==> src/rtl/tl_master_cmd_pkg.sv <==
// Shared TileLink opcodes, A-request header type and lane-mask helper for the
// command-driven TL-UL master.
package tl_master_cmd_pkg;

    localparam logic [2:0] GET           = 3'd4;
    localparam logic [2:0] PUTFULL       = 3'd0;
    localparam logic [2:0] PUTPARTIAL    = 3'd1;
    localparam logic [2:0] ACCESSACK     = 3'd0;
    localparam logic [2:0] ACCESSACKDATA = 3'd1;

    typedef struct packed {
        logic [2:0] opcode;
        logic [3:0] size;
    } tl_a_req_t;

    // Lanes touched by a naturally aligned 2^size access; sized for a 32-byte bus.
    function automatic logic [31:0] full_mask(input logic [3:0] size, input logic [4:0] off);
        logic [5:0]  lanes;
        logic [5:0]  base;
        logic [63:0] m;
        lanes = 6'd1 << size[2:0];
        base  = {1'b0, off} & ~(lanes - 6'd1);
        m     = ((64'd1 << lanes) - 64'd1) << base;
        return m[31:0];
    endfunction

endpackage

==> src/rtl/tl_src_id_pool.sv <==
// Source-ID pool: free bitmap, lowest-free encoder, in-flight count and, with
// TL_MASTER_CMD_TIMEOUT_EN defined, per-ID saturating age counters.
module tl_src_id_pool
    import tl_master_cmd_pkg::*;
#(
    parameter int SRC_SIZE       = 2,
    parameter int TIMEOUT_CYCLES = 1024
) (
    input  logic                     i_clk,
    input  logic                     i_rst_n,
    input  logic                     i_alloc,
    input  logic                     i_alloc_is_get,
    input  logic                     i_free,
    input  logic [SRC_SIZE-1:0]      i_free_id,
    output logic [SRC_SIZE-1:0]      o_free_id,
    output logic                     o_any_free,
    output logic [(1<<SRC_SIZE)-1:0] o_busy,
    output logic [(1<<SRC_SIZE)-1:0] o_is_get,
`ifdef TL_MASTER_CMD_TIMEOUT_EN
    output logic                     o_err_timeout,
    output logic [SRC_SIZE-1:0]      o_err_timeout_tag,
`endif
    output logic [SRC_SIZE:0]        o_outstanding
);

    localparam int NID = 1 << SRC_SIZE;

    logic [NID-1:0]      r_busy;
    logic [NID-1:0]      r_is_get;
    logic [SRC_SIZE:0]   r_outstanding;
    logic [SRC_SIZE-1:0] w_free_id;
    logic [NID-1:0]      w_alloc_oh;
    logic [NID-1:0]      w_free_oh;

    always_comb begin
        w_free_id = '0;
        for (int i = NID - 1; i >= 0; i--) begin
            if (!r_busy[i]) w_free_id = SRC_SIZE'(i);
        end
    end

    assign w_alloc_oh = i_alloc ? (NID'(1) << w_free_id) : '0;
    assign w_free_oh  = i_free  ? (NID'(1) << i_free_id) : '0;

    // Freed IDs only become visible to the encoder next cycle, since it reads r_busy.
    always_ff @(posedge i_clk or negedge i_rst_n) begin
        if (!i_rst_n) begin
            r_busy        <= '0;
            r_is_get      <= '0;
            r_outstanding <= '0;
        end else begin
            r_busy <= (r_busy | w_alloc_oh) & ~w_free_oh;
            if (i_alloc) r_is_get[w_free_id] <= i_alloc_is_get;
            case ({i_alloc, i_free})
                2'b10:   r_outstanding <= r_outstanding + 1'b1;
                2'b01:   r_outstanding <= r_outstanding - 1'b1;
                default: r_outstanding <= r_outstanding;
            endcase
        end
    end

    assign o_free_id     = w_free_id;
    assign o_any_free    = ~&r_busy;
    assign o_busy        = r_busy;
    assign o_is_get      = r_is_get;
    assign o_outstanding = r_outstanding;

`ifdef TL_MASTER_CMD_TIMEOUT_EN
    localparam int                AGE_W   = $clog2(TIMEOUT_CYCLES + 1);
    localparam logic [AGE_W-1:0]  AGE_MAX = AGE_W'(TIMEOUT_CYCLES);

    logic [AGE_W-1:0]    r_age [NID];
    logic                r_err_timeout;
    logic [SRC_SIZE-1:0] r_err_tag;
    logic                w_hit;
    logic [SRC_SIZE-1:0] w_hit_id;

    // An ID answered on the very cycle it would expire is not flagged.
    always_comb begin
        w_hit    = 1'b0;
        w_hit_id = '0;
        for (int i = NID - 1; i >= 0; i--) begin
            if (r_busy[i] && !w_free_oh[i] && r_age[i] == AGE_MAX - 1'b1) begin
                w_hit    = 1'b1;
                w_hit_id = SRC_SIZE'(i);
            end
        end
    end

    always_ff @(posedge i_clk or negedge i_rst_n) begin
        if (!i_rst_n) begin
            for (int i = 0; i < NID; i++) r_age[i] <= '0;
            r_err_timeout <= 1'b0;
            r_err_tag     <= '0;
        end else begin
            for (int i = 0; i < NID; i++) begin
                if (w_alloc_oh[i])                         r_age[i] <= '0;
                else if (r_busy[i] && r_age[i] != AGE_MAX) r_age[i] <= r_age[i] + 1'b1;
            end
            if (!r_err_timeout && w_hit) begin
                r_err_timeout <= 1'b1;
                r_err_tag     <= w_hit_id;
            end
        end
    end

    assign o_err_timeout     = r_err_timeout;
    assign o_err_timeout_tag = r_err_tag;
`endif

endmodule

==> src/rtl/tl_master_cmd_engine.sv <==
// Command/response to TileLink-UL single-beat master; B/C/E tied off.
// Optional response timeout tracking is enabled by TL_MASTER_CMD_TIMEOUT_EN.
module tl_master_cmd_engine
    import tl_master_cmd_pkg::*;
#(
    parameter int SRC_SIZE       = 2,
    parameter int SINK_SIZE      = 2,
    parameter int BUS_SIZE       = 8,
    parameter int ADR_WIDTH      = 32,
    parameter int TIMEOUT_CYCLES = 1024
) (
    input  logic                    clock,
    input  logic                    reset_n,
    input  logic                    cmd_valid,
    output logic                    cmd_ready,
    input  logic                    cmd_write,
    input  logic [3:0]              cmd_size,
    input  logic [ADR_WIDTH-1:0]    cmd_addr,
    input  logic [BUS_SIZE-1:0]     cmd_mask,
    input  logic [8*BUS_SIZE-1:0]   cmd_data,
    output logic [SRC_SIZE-1:0]     cmd_tag,
    output logic                    rsp_valid,
    input  logic                    rsp_ready,
    output logic [SRC_SIZE-1:0]     rsp_tag,
    output logic [8*BUS_SIZE-1:0]   rsp_data,
    output logic                    rsp_denied,
    output logic                    rsp_corrupt,
    output logic                    tl_a_valid,
    input  logic                    tl_a_ready,
    output logic [2:0]              tl_a_opcode,
    output logic [2:0]              tl_a_param,
    output logic [3:0]              tl_a_size,
    output logic [SRC_SIZE-1:0]     tl_a_source,
    output logic [ADR_WIDTH-1:0]    tl_a_address,
    output logic [BUS_SIZE-1:0]     tl_a_mask,
    output logic [8*BUS_SIZE-1:0]   tl_a_data,
    output logic                    tl_a_corrupt,
    output logic                    tl_b_ready,
    input  logic                    tl_b_valid,
    input  logic [1:0]              tl_b_param,
    input  logic [3:0]              tl_b_size,
    input  logic [SRC_SIZE-1:0]     tl_b_source,
    input  logic [ADR_WIDTH-1:0]    tl_b_address,
    output logic                    tl_c_valid,
    input  logic                    tl_c_ready,
    output logic [2:0]              tl_c_opcode,
    output logic [2:0]              tl_c_param,
    output logic [3:0]              tl_c_size,
    output logic [SRC_SIZE-1:0]     tl_c_source,
    output logic [ADR_WIDTH-1:0]    tl_c_address,
    output logic [8*BUS_SIZE-1:0]   tl_c_data,
    output logic                    tl_c_corrupt,
    input  logic                    tl_d_valid,
    output logic                    tl_d_ready,
    input  logic [2:0]              tl_d_opcode,
    input  logic [1:0]              tl_d_param,
    input  logic [3:0]              tl_d_size,
    input  logic [SRC_SIZE-1:0]     tl_d_source,
    input  logic [SINK_SIZE-1:0]    tl_d_sink,
    input  logic                    tl_d_denied,
    input  logic [8*BUS_SIZE-1:0]   tl_d_data,
    input  logic                    tl_d_corrupt,
    output logic                    tl_e_valid,
    input  logic                    tl_e_ready,
    output logic [SINK_SIZE-1:0]    tl_e_bits_sink,
    output logic [SRC_SIZE:0]       outstanding,
    output logic                    idle,
`ifdef TL_MASTER_CMD_TIMEOUT_EN
    output logic                    err_timeout,
    output logic [SRC_SIZE-1:0]     err_timeout_tag,
`endif
    output logic                    err_unexpected_d,
    output logic                    err_opcode
);

    localparam int NID   = 1 << SRC_SIZE;
    localparam int OFF_W = $clog2(BUS_SIZE);

    logic                  w_any_free;
    logic [SRC_SIZE-1:0]   w_free_id;
    logic [NID-1:0]        w_busy;
    logic [NID-1:0]        w_is_get;
    logic                  w_cmd_fire;
    logic [31:0]           w_fm;
    logic [31:0]           w_mask32;
    logic                  w_full_cover;
    logic                  w_d_fire;
    logic                  w_d_known;
    logic                  w_d_is_get;
    logic [2:0]            w_d_expect;
    logic                  w_unused_inputs;

    tl_a_req_t             r_a_hdr;
    logic                  r_a_valid;
    logic [SRC_SIZE-1:0]   r_a_source;
    logic [ADR_WIDTH-1:0]  r_a_addr;
    logic [BUS_SIZE-1:0]   r_a_mask;
    logic [8*BUS_SIZE-1:0] r_a_data;
    logic                  r_rsp_valid;
    logic [SRC_SIZE-1:0]   r_rsp_tag;
    logic [8*BUS_SIZE-1:0] r_rsp_data;
    logic                  r_rsp_denied;
    logic                  r_rsp_corrupt;
    logic                  r_err_unexp;
    logic                  r_err_op;

    assign cmd_ready  = w_any_free && (!r_a_valid || tl_a_ready);
    assign w_cmd_fire = cmd_valid && cmd_ready;
    assign cmd_tag    = w_free_id;

    assign w_fm         = full_mask(cmd_size, 5'(cmd_addr[OFF_W-1:0]));
    assign w_mask32     = 32'(cmd_mask);
    assign w_full_cover = (w_mask32 & w_fm) == w_fm;

    assign tl_d_ready = !r_rsp_valid || rsp_ready;
    assign w_d_fire   = tl_d_valid && tl_d_ready;
    assign w_d_known  = w_busy[tl_d_source];
    assign w_d_is_get = w_is_get[tl_d_source];
    assign w_d_expect = w_d_is_get ? ACCESSACKDATA : ACCESSACK;

    tl_src_id_pool #(
        .SRC_SIZE       (SRC_SIZE),
        .TIMEOUT_CYCLES (TIMEOUT_CYCLES)
    ) u_pool (
        .i_clk             (clock),
        .i_rst_n           (reset_n),
        .i_alloc           (w_cmd_fire),
        .i_alloc_is_get    (!cmd_write),
        .i_free            (w_d_fire && w_d_known),
        .i_free_id         (tl_d_source),
        .o_free_id         (w_free_id),
        .o_any_free        (w_any_free),
        .o_busy            (w_busy),
        .o_is_get          (w_is_get),
`ifdef TL_MASTER_CMD_TIMEOUT_EN
        .o_err_timeout     (err_timeout),
        .o_err_timeout_tag (err_timeout_tag),
`endif
        .o_outstanding     (outstanding)
    );

    // A-channel holding register: loaded on cmd fire, held until tl_a_ready.
    always_ff @(posedge clock or negedge reset_n) begin
        if (!reset_n) begin
            r_a_valid  <= 1'b0;
            r_a_hdr    <= '0;
            r_a_source <= '0;
            r_a_addr   <= '0;
            r_a_mask   <= '0;
            r_a_data   <= '0;
        end else if (w_cmd_fire) begin
            r_a_valid      <= 1'b1;
            r_a_hdr.opcode <= !cmd_write ? GET : (w_full_cover ? PUTFULL : PUTPARTIAL);
            r_a_hdr.size   <= cmd_size;
            r_a_source     <= w_free_id;
            r_a_addr       <= cmd_addr;
            r_a_mask       <= cmd_write ? BUS_SIZE'(w_mask32 & w_fm) : BUS_SIZE'(w_fm);
            r_a_data       <= cmd_write ? cmd_data : '0;
        end else if (tl_a_ready) begin
            r_a_valid <= 1'b0;
        end
    end

    // D-channel response register and sticky error flags.
    always_ff @(posedge clock or negedge reset_n) begin
        if (!reset_n) begin
            r_rsp_valid   <= 1'b0;
            r_rsp_tag     <= '0;
            r_rsp_data    <= '0;
            r_rsp_denied  <= 1'b0;
            r_rsp_corrupt <= 1'b0;
            r_err_unexp   <= 1'b0;
            r_err_op      <= 1'b0;
        end else begin
            if (w_d_fire && w_d_known) begin
                r_rsp_valid   <= 1'b1;
                r_rsp_tag     <= tl_d_source;
                r_rsp_data    <= w_d_is_get ? tl_d_data : '0;
                r_rsp_denied  <= tl_d_denied;
                r_rsp_corrupt <= tl_d_corrupt;
                if (tl_d_opcode != w_d_expect) r_err_op <= 1'b1;
            end else if (rsp_ready) begin
                r_rsp_valid <= 1'b0;
            end
            if (w_d_fire && !w_d_known) r_err_unexp <= 1'b1;
        end
    end

    assign tl_a_valid   = r_a_valid;
    assign tl_a_opcode  = r_a_hdr.opcode;
    assign tl_a_param   = 3'd0;
    assign tl_a_size    = r_a_hdr.size;
    assign tl_a_source  = r_a_source;
    assign tl_a_address = r_a_addr;
    assign tl_a_mask    = r_a_mask;
    assign tl_a_data    = r_a_data;
    assign tl_a_corrupt = 1'b0;

    assign rsp_valid   = r_rsp_valid;
    assign rsp_tag     = r_rsp_tag;
    assign rsp_data    = r_rsp_data;
    assign rsp_denied  = r_rsp_denied;
    assign rsp_corrupt = r_rsp_corrupt;

    assign tl_b_ready     = 1'b1;
    assign tl_c_valid     = 1'b0;
    assign tl_c_opcode    = 3'd0;
    assign tl_c_param     = 3'd0;
    assign tl_c_size      = 4'd0;
    assign tl_c_source    = '0;
    assign tl_c_address   = '0;
    assign tl_c_data      = '0;
    assign tl_c_corrupt   = 1'b0;
    assign tl_e_valid     = 1'b0;
    assign tl_e_bits_sink = '0;

    assign idle             = (outstanding == '0) && !r_a_valid && !r_rsp_valid;
    assign err_unexpected_d = r_err_unexp;
    assign err_opcode       = r_err_op;

    assign w_unused_inputs = ^{tl_b_valid, tl_b_param, tl_b_size, tl_b_source, tl_b_address,
                               tl_c_ready, tl_e_ready, tl_d_param, tl_d_size, tl_d_sink};

endmodule
==> config.mk <==
export PLATFORM = sky130hd
export DESIGN_NAME = tl_master_cmd_engine
export DESIGN_NICKNAME = d
export VERILOG_FILES = /design/src/rtl/tl_master_cmd_pkg.sv /design/src/rtl/tl_src_id_pool.sv /design/src/rtl/tl_master_cmd_engine.sv
export SDC_FILE = /design/constraint.sdc
export NUM_CORES = 1
export LEC_CHECK = 0
export BUFFER_PORTS_ARGS = -buffer_cell sky130_fd_sc_hd__buf_2
export CAP_MARGIN = 20
export CORE_AREA = 5 5 210 212
export CTS_CLUSTER_DIAMETER = 200
export DETAILED_ROUTE_END_ITERATION = 7
export DIE_AREA = 0 0 215 217
export SLEW_MARGIN = 20
export SYNTH_ARGS = -nofsm -noshare
export SYNTH_HDL_FRONTEND = slang
export SYNTH_SLANG_ARGS = --single-unit
==> constraint.sdc <==
create_clock -name clock -period 2.69 [get_ports clock]
set_input_delay 0.269 -clock clock [delete_from_list [all_inputs] [get_ports clock]]
set_output_delay 0.269 -clock clock [all_outputs]
set_load 0.01 [all_outputs]
==> results_dict.tcl, run 1 <==
set metrics [dict create \
    p_leak_nw 7.436 \
    multi_input_area_um2 3662 \
    grt_usage_pct 13.13 \
    crit_chain "nand2_1 > nor2_1 > nor2_4 > inv_4 > ha_1 > inv_1 > fa_1 > xor2_1 > nor2_1 > xor2_1" \
    dp.cells 1939 \
    die_y_um 217 \
    core_area_um2 41760 \
    fin_cells 2112 \
    gp_congestion 0.8380 \
    drc 0 \
    initial_core_util_pct 22.19 \
    intPower_mw 7.776 \
    p_sw_share_pct 40.31 \
    period_share_pct 80.86 \
    area_growth_pct 44.42 \
    layout_min_cycle_time_ns 2.175 \
    avgSynthCellArea_um2 8.691 \
    ys.flop_type "dfrtp_1" \
    cp-startpoint "u_pool.o_busy[0]" \
    setup_viol 0 \
    synth.area.top_cells "dfrtp_1 53%, nand2_1 16%, buf_4 9.7%, nand3_1 7.1%, clkbuf_1 1.9%" \
    power.share.clock_pct 20.2 \
    synthesis.area_um2 9265 \
    fmax_mhz 459.8 \
    required_ns 3.09 \
    tns_ns 0 \
    holdPathEnd "tl_a_data[16]" \
    hold_viol 0 \
    r2r_start "u_pool.o_busy[0]" \
    power_switching_mw 5.252 \
    ys_ff_latch 195 \
    ios 548 \
    die_area_um2 46660 \
    grt_antenna_before_repair 0 \
    finClkSkew_ns 0.006816 \
    rrSetupSlack_ns 0.51 \
    sequentialPowerShare_pct 38.9 \
    fillerInstances 4273 \
    cts_setup_buffers 0 \
    status "finished, final reports clean" \
    synthArstFlopShare_pct 100.0 \
    worst_skew_pair.late_latency_ns 0.48 \
    htree_levels 4 \
    power.density_nw_per_um2 973.7 \
    routed_wl_um 30980 \
    cts_tree "yes" \
    slew_viol_final 0 \
    num_vias 8727 \
    drtIter0Drc 653 \
    hold_depth 3 \
    hp-class "in -> reg" \
    grt_pass1_vias 8957 \
    grt_pass1_wl_um 48690 \
    mostFrequentLayoutCells "401 x nand2_1, 376 x buf_2, 195 x dfrtp_1, 140 x dlygate4sd3_1, 130 x nand3_1" \
    netlist_instances 1066 \
    synth_seq_area_share_pct 52.67 \
    worst_ep_arrival_time_ns 2.58 \
    ys_types 56 \
    tightest_slew_ns 0.7450 \
    port_buffers 377 \
    fin_nets 1805 \
    avgViaCountPerCell 4.132 \
    drt_pass1_iterations 5 \
    regArea_um2 4880 \
    grt_overflow 0 \
    synthDominantCellAreaShare_pct 52.67 \
    drtAntennaViolNets 0 \
    r2r_end "u_pool.o_outstanding[2]" \
    vdd_drop_max_v 0.0004904 \
    dieWidth_um 215 \
    cp-start-kind "flop" \
    wire_per_inst_um 14.67 \
    max-slew-margin-rel_pct 50.33 \
    min_from "cmd_data[16]" \
    fp-row-count 75 \
    path_max_fanout 7 \
    cp-end-kind "flop" \
    rsz0062_at_grt "false" \
    synth_area_leader_cell "dfrtp_1" \
    ys.warnings.count 0 \
    synth-edff-count 0 \
    cts.path.max_buffers 2 \
    clk_pin_slew_ns 0.07 \
    clock_sinks 195 \
    combPwrFrac_pct 40.8 \
    cts_root_buf "clkbuf_16" \
    mostFrequentLayoutCell "nand2_1" \
    criticalPathCategory "reg -> reg" \
    cpPeakStageDelay_ns 0.44 \
    numCtsBuffers 17 \
    slowest_stage "dfrtp_1" \
    grt_max_degree 129 \
    worstRegToRegCells 10 \
    drive_gt1_share_pct 28.12 \
    maxCapViolCount 0 \
    dpl.hpwl_um 21820 \
]
-- state kept, by name, indices dropped and copies added (netlist names), 2 cells and up --
name and flops:
u_pool.o_busy 4, rsp_tag 2, tl_a_size 4, u_pool.o_is_get 4, rsp_data 64, tl_a_data 64, tl_a_mask 8, tl_a_source 2
u_pool.o_outstanding 3, tl_a_opcode 2, tl_a_address 32
-- synthesized netlist by cell type (2+ instances only) --
master    number
inv_2          2
conb_1         2
nor3_1         4
xor2_1         5
a21oi_1       14
nand2_1      401
nor2_1        22
mux2i_1        2
dfrtp_1      195
a21o_1         3
and2_1         3
mux2_2         2
o41ai_1        4
buf_4        120
inv_1          8
o21ai_0       26
mux4_2         2
ha_1           8
nand2b_1       4
o31ai_1        8
o21bai_1       2
buf_1         11
nand3_1      131
buf_2          3
or3_1          2
a31oi_1        3
clkbuf_1      47
nor2b_1        4
-- through the flow --
step,power (mW),area [um2],worst slack (ns),utilization [%],hold WS [ns]
2_1_floorplan,7.919,9704,0.2380,-,-0.02659
3_3_place_gp,10.22,11380,0.3192,27.24,0.2470
3_5_place_dp,10.34,11380,0.2539,27.24,0.2474
6_report,13.03,13380,0.5150,32.04,0.04485
5_1_grt,14.07,13380,0.3483,32.04,0.02208
4_1_cts,13.23,13380,0.5149,32.04,0.0003691
-- worst max-delay path, delay by kind of cell, from the launching register on --
| kind | cells | cell delay, ns |
|---|---|---|
| adder cells (fa/ha/maj) | 2 | 0.53 |
| flip-flops | 1 | 0.44 |
| XOR/XNOR | 2 | 0.31 |
| buffers and inverters | 2 | 0.14 |
| AND/OR/NAND/NOR | 4 | 0.67 |
-- power by group through the flow --
stage | Sequential [mW] | Combinational, mW | Clock [mW]
after global placement | 5.05 | 5.18 | 0
after floorplan | 5.70 | 2.22 | 0
after CTS | 5.06 | 5.40 | 2.77
after detailed placement | 5.09 | 5.25 | 0
final | 5.07 | 5.32 | 2.64
after global routing | 5.26 | 5.96 | 2.85
-- layer usage --
layer,GRT usage (%),vias up,part of all wire (%)
li1,-,4189,-
met1,14.96,4077,40
met2,21.59,417,48
met3,4.906,44,8.8
met4,6.934,0,3.4
met5,0,-,0
-- worst max-delay path by stage --
stage / to / slack, ns / cells after the start
global route: u_pool.o_outstanding[2] / 0.35 / 10
global placement: tl_a_opcode[0] / 0.32 / 11
finish: u_pool.o_outstanding[2] / 0.51 / 10
detailed placement: tl_a_opcode[0] / 0.25 / 11
floorplan: u_pool.o_outstanding[2] / 0.24 / 12
CTS: u_pool.o_outstanding[2] / 0.51 / 10
-- timing repair --
item,4_1_cts,5_1_grt
resized for setup,0,0
hold endpoints to repair,180,0
hold buffers,140,0
-- cell families (layout without fill, tap and decap cells) --
group                    count (synthesis)  after routing  share of synthesized area [%]
flip-flops                             195            195                          52.67
XOR/XNOR                                 6              6                         0.5672
other                                    2            120                        0.08106
AND/OR/NAND/NOR                        581            581                          26.44
AO/OA/AOI/OAI                           74             74                          5.172
adder cells (fa/ha/maj)                  9              9                          1.296
multiplexers                             7              7                          1.094
buffers and inverters                  192            581                          12.68
-- final cells by class --
type                            count  share of cell area, %
Tap cell                          539                  5.040
Multi-Input combinational cell    796                  27.37
Timing Repair Buffer              538                  26.29
Antenna cell                        1                0.01870
Clock inverter                      8                 0.7387
Inverter                           11                 0.3273
Clock buffer                       24                  3.750
Sequential cell                   195                  36.47
(Power assumes the default switching activity.)
==> inputs of run 2 (changes only) <==
CORE_AREA = 5 5 211 213   (was 5 5 210 212)
DIE_AREA = 0 0 216 218   (was 0 0 215 217)
clock period = 1.75 ns   (was 2.69 ns; I/O delays follow)
==> run 2 against run 1 <==
  * Core utilization up 2.9 points
  * Clock skew grew 0.014 ns
  * The flow now finishes with violations (negative setup slack)
  * Power grew 68%
  * Cell count rose by 6.6%
  * Critical path depth down 6
  * Global-route usage rose by 0.69 points
  * Hold slack gained 0.0015 ns
==> results_dict.tcl, run 2 (synthesis results as in run 1) <==
set metrics [dict create \
    status "finished, violations left" \
    violations "negative setup slack" \
    power.density_nw_per_um2 1471 \
    cp-start-kind "flop" \
    routed_wl_um 34060 \
    drtIter0Drc 416 \
    rsz0062_at_grt "true" \
    worst-path-buf-inv 2 \
    fp-row-count 76 \
    grt_overflow 0 \
    cpPeakStageDelay_ns 0.49 \
    required_ns 1.57 \
    dpl.hpwl_um 23370 \
    crit_chain "buf_6 > or4_1 > nor2_1 > buf_2" \
    period_share_pct 109.8 \
    max-slew-margin-rel_pct 61.24 \
    regArea_um2 4880 \
    avgViaCountPerCell 4.141 \
    mostFrequentLayoutCell "nand2_1" \
    wire_per_inst_um 15.13 \
    htree_levels 4 \
    p_leak_nw 8.166 \
    worstRegToRegCells 9 \
    worst_slack_ns -0.1715 \
    dieWidth_um 216 \
    place_ws_ns -0.3984 \
    grt_pass1_wl_um 51360 \
    grt_pass1_vias 9617 \
    mostFrequentLayoutCells "397 x nand2_1, 374 x buf_2, 195 x dfrtp_1, 175 x dlygate4sd3_1, 127 x nand3_1" \
    die_area_um2 47090 \
    worst_ep_arrival_time_ns 1.75 \
    initial_core_util_pct 21.80 \
    grt_usage_pct 13.82 \
    cts_tree "yes" \
    tightest_slew_ns 0.5814 \
    core_area_um2 42510 \
    grt_antenna_before_repair 2 \
    path_max_fanout 2 \
    setup_viol 5 \
    fillerInstances 4189 \
    fmax_mhz 520.4 \
    clk_pin_slew_ns 0.08 \
    slew_viol_final 0 \
    drtAntennaViolNets 0 \
    r2r_start "u_pool.o_busy[3]" \
    hp-class "in -> reg" \
    drive_gt1_share_pct 32.88 \
    finClkSkew_ns 0.02128 \
    area_growth_pct 60.45 \
    cp-end-kind "primary output" \
    rrSetupSlack_ns -0.16 \
    cts.path.max_buffers 2 \
    slowest_stage "or4_1" \
    drc 0 \
    n_antenna_cell 0 \
    drt_pass1_iterations 5 \
    worst_skew_pair.late_latency_ns 0.48 \
    r2r_end "u_pool.o_outstanding[2]" \
    clock_sinks 195 \
    die_y_um 218 \
    maxCapViolCount 0 \
    criticalPathCategory "reg -> out" \
    cp_top_family "simple AND/OR/NAND/NOR gates" \
    numCtsBuffers 17 \
    cp-startpoint "tl_a_valid" \
    endpoint "idle" \
    crit_cells 4 \
    fin_nets 1939 \
    port_buffers 377 \
    gp_congestion 0.8395 \
    ios 548 \
    hold_viol 0 \
    grt_max_degree 80 \
    tns_ns -0.5852 \
    cts_root_buf "clkbuf_16" \
    num_vias 9326 \
    layout_min_cycle_time_ns 1.922 \
    vdd_drop_max_v 0.0009777 \
    multi_input_area_um2 3772 \
]
run 2: cell types whose count changed in the layout (fill, tap and decap cells not counted), moves of 4 or more:
cell,delta
buf_6,+14
dlygate4sd3_1,+35
nand2_1,-4
buf_16,+4
inv_6,+6
clkbuf_8,-5
buf_4,+74
run 2: how the worst min path moves through the flow:
stage	start	endpoint	slack, ns	cells after the start
2_1_floorplan	reset_n	err_opcode	-0.12	0
3_5_place_dp	reset_n	rsp_data[56]	0.21	1
4_1_cts	cmd_mask[7]	tl_a_mask[7]	0.002	3
3_3_place_gp	reset_n	rsp_data[56]	0.21	1
5_1_grt	tl_d_data[39]	rsp_data[39]	0.007	4
6_report	tl_d_data[39]	rsp_data[39]	0.05	4
run 2: power breakdown:
part	switching, mW	total (mW)	internal (mW)
registers	1.19	7.80	6.62
clock network	1.89	4.02	2.13
logic	5.73	10.0	4.31
total	8.81	21.9	13.1
run 2: what timing repair did:
action	in CTS	in global routing
hold buffers	175	0
endpoints found under the setup margin	83	49
buffers inserted	10	7
pin swaps	10	5
cloned	2	3
hold endpoints to repair	212	0
gates resized for setup	23	21
run 2: layer usage:
layer | share of wire, % | GRT usage, % | up-vias
met3 | 8.8 | 5.401 | 53
met5 | 0.062 | 0 | -
met4 | 3.1 | 6.424 | 4
met2 | 46 | 22.21 | 433
met1 | 42 | 16.35 | 4361
li1 | - | - | 4475
run 2: final cells by class:
cell class / count / area share [%]
Tap cell: 546 / 4.596
Multi-Input combinational cell: 796 / 25.38
Inverter: 11 / 0.3956
Clock buffer: 17 / 2.862
Sequential cell: 195 / 32.83
Clock inverter: 15 / 1.128
Timing Repair Buffer: 672 / 32.82
run 2: worst register-to-register path, delay by kind of cell, from the launching register on:
kind / cells / cell delay [ns]
xor gates and xnor gates: 2 / 0.28
buffers and inverters: 2 / 0.10
DFF: 1 / 0.39
and+or+nand+nor: 2 / 0.18
adders and majority gates: 2 / 0.33
muxes: 1 / 0.52
run 2: through the flow:
step                      hold WS (ns)  instances  power, mW  util [%]  cell area [um2]
after floorplan                -0.1206       1183      12.30         -             9849
after global placement          0.2129       2026      16.46     28.48            12100
after detailed placement        0.2149       2026      16.62     28.48            12100
after CTS                     0.001646       2243      21.63     34.51            14670
after global routing          0.007373       2252      23.42     34.97            14870
final                          0.04634       2252      21.87     34.97            14870
==> inputs of run 3 (changes only) <==
HOLD_SLACK_MARGIN = 0.12   (was unset)
clock period = 1.67 ns   (was 1.75 ns; I/O delays follow)
==> run 3 against run 2 <==
  * The run still ends with negative setup slack left
  * Largest power group unchanged
  * Register-to-register slack lost 0.09 ns
  * Largest cell class is now non-clock buffers
  * Combinational power rose by 15%
  * Clock-buffer cell count up 5
==> results_dict.tcl, run 3 (synthesis results as in run 1) <==
set metrics [dict create \
    core_area_um2 42510 \
    num_vias 9528 \
    clk_pin_slew_ns 0.07 \
    power.density_nw_per_um2 1557 \
    maxCapViolCount 0 \
    finalPower_mw 23.89 \
    drc 0 \
    initial_core_util_pct 21.80 \
    power.share.clock_pct 17.8 \
    cp_top_family "multiplexers" \
    p_leak_nw 8.374 \
    combPwrFrac_pct 48.0 \
    htree_levels 4 \
    cts.path.max_buffers 2 \
    wire_per_inst_um 16.41 \
    routed_wl_um 37200 \
    layout_min_cycle_time_ns 1.916 \
    numCtsBuffers 17 \
    hold_viol 0 \
    clock_sinks 195 \
    power_switching_mw 9.502 \
    drive_gt1_share_pct 33.00 \
    required_ns 2.02 \
    slowest_stage "mux4_2" \
    hp-class "in -> reg" \
    violations "negative setup slack" \
    ios 548 \
    fp-row-count 76 \
    gp_congestion 0.8329 \
    sequentialPowerShare_pct 34.2 \
    criticalPathCategory "reg -> reg" \
    avgViaCountPerCell 4.203 \
    crit_chain "mux4_2 > nand3_4 > inv_4 > ha_4 > inv_2 > fa_2 > xor2_1 > nor2_1 > xor2_1" \
    dpl.hpwl_um 23120 \
    fin_nets 1951 \
    grt_pass1_wl_um 52310 \
    vdd_drop_max_v 0.0006641 \
    worst-path-buf-inv 2 \
    fillerInstances 4208 \
    intPower_mw 14.39 \
    drtIter0Drc 626 \
    fmax_mhz 521.9 \
    dieWidth_um 216 \
    slew_viol_final 0 \
    cp-end-kind "flop" \
    worst_skew_pair.late_latency_ns 0.47 \
    status "finished, violations left" \
    finClkSkew_ns 0.01900 \
    worst_ep_arrival_time_ns 2.26 \
    worst_slack_ns -0.2461 \
    die_y_um 218 \
    mostFrequentLayoutCells "397 x nand2_1, 374 x buf_2, 195 x dfrtp_1, 179 x dlygate4sd3_1, 128 x nand3_1" \
    die_area_um2 47090 \
    setup_viol 76 \
    period_share_pct 114.7 \
    grt_usage_pct 14.02 \
    grt_pass1_vias 9651 \
    grt_antenna_before_repair 3 \
    mostFrequentLayoutCell "nand2_1" \
    grt_overflow 0 \
    drtAntennaViolNets 0 \
    path_max_fanout 4 \
    p_sw_share_pct 39.77 \
    cpPeakStageDelay_ns 0.52 \
    grt_max_degree 57 \
    cts_root_buf "clkbuf_16" \
    area_growth_pct 65.62 \
    path_common_cell "xor2_1" \
    port_buffers 377 \
    cp-start-kind "flop" \
    drt_pass1_iterations 5 \
    whs_ns 0.1616 \
    rsz0062_at_grt "true" \
    cts_tree "yes" \
]
-- run 3: cell types whose count changed in the layout (fill, tap and decap cells not counted), moves of 2 or more --
| cell | previous run | this run |
|---|---|---|
| buf_8 | 2 | 5 |
| nand2_2 | 2 | 4 |
| nand2_4 | 2 | 0 |
| inv_6 | 6 | 3 |
| buf_16 | 4 | 10 |
| buf_12 | 8 | 11 |
| dlygate4sd3_1 | 175 | 179 |
| diode_2 | 0 | 3 |
| clkbuf_16 | 20 | 32 |
| clkbuf_8 | 1 | 3 |
| buf_4 | 90 | 74 |
| clkbuf_1 | 0 | 3 |
-- run 3: area by class of cell --
cell class              count  area (um2)  area share, %
well taps                 546       683.2          4.452
multi-input cells         796        3779          24.62
clock inverters            10       125.1         0.8154
diodes                      3       7.507        0.04892
clock buffers              22       464.2          3.025
flip-flops and latches    195        4880          31.80
repair buffers            684        5348          34.85
inverters                  11       58.81         0.3832
-- run 3: metrics by stage --
stage	instances	cell area (um2)	setup WS [ns]	setup TNS, ns	utilization (%)
5_1_grt	2267	15340	-0.3343	-12.98	36.10
2_1_floorplan	1183	9853	-0.3903	-1.101	-
3_3_place_gp	2017	12050	-0.3686	-9.453	28.36
4_1_cts	2236	14710	-0.2444	-0.8213	34.62
6_report	2267	15340	-0.2461	-3.345	36.10
3_5_place_dp	2017	12050	-0.4099	-11.21	28.36
-- run 3: worst register-to-register path, delay by kind of cell (launching register included) --
kind	cells	cell delay, ns
XOR/XNOR	2	0.26
adder cells (fa/ha/maj)	2	0.34
buffers and inverters	2	0.10
flip-flops	1	0.41
multiplexers	1	0.52
AND/OR/NAND/NOR	2	0.17
-- run 3: repair_timing --
action	in CTS	in global routing
hold buffers	179	0
resized for setup	28	38
buffers inserted	5	9
endpoints found under the hold margin	372	0
gates cloned	5	20
endpoints found under the setup margin	179	174
pin swaps	9	11
-- run 3: worst paths after layout --
check | from | to | slack (ns) | depth (start not counted)
worst max-delay path | u_pool.o_busy[2] | u_pool.o_outstanding[2] | -0.25 | 9
worst min-delay path | tl_d_source[0] | rsp_tag[0] | 0.16 | 4
worst max register to register | u_pool.o_busy[2] | u_pool.o_outstanding[2] | -0.25 | 9
worst min register to register | tl_a_data[11] | tl_a_data[11] | 0.46 | 2
max in group asynchronous | reset_n | tl_a_data[18] | 0.78 | 3
min in group asynchronous | reset_n | rsp_data[50] | 0.24 | 2
-- run 3: power by group through the flow --
stage	registers (mW)	logic [mW]	clock network (mW)
floorplan	9.18	3.72	0
global placement	8.13	9.06	0
detailed placement	8.18	9.19	0
CTS	8.16	10.2	4.41
global route	8.45	12.5	4.58
finish	8.18	11.5	4.24
-- run 3: metal layers --
metal	GRT usage [%]	wire (um)
met1	15.32	14090
met2	24.61	18900
met3	4.665	2742
met4	6.678	1464
met5	0	0
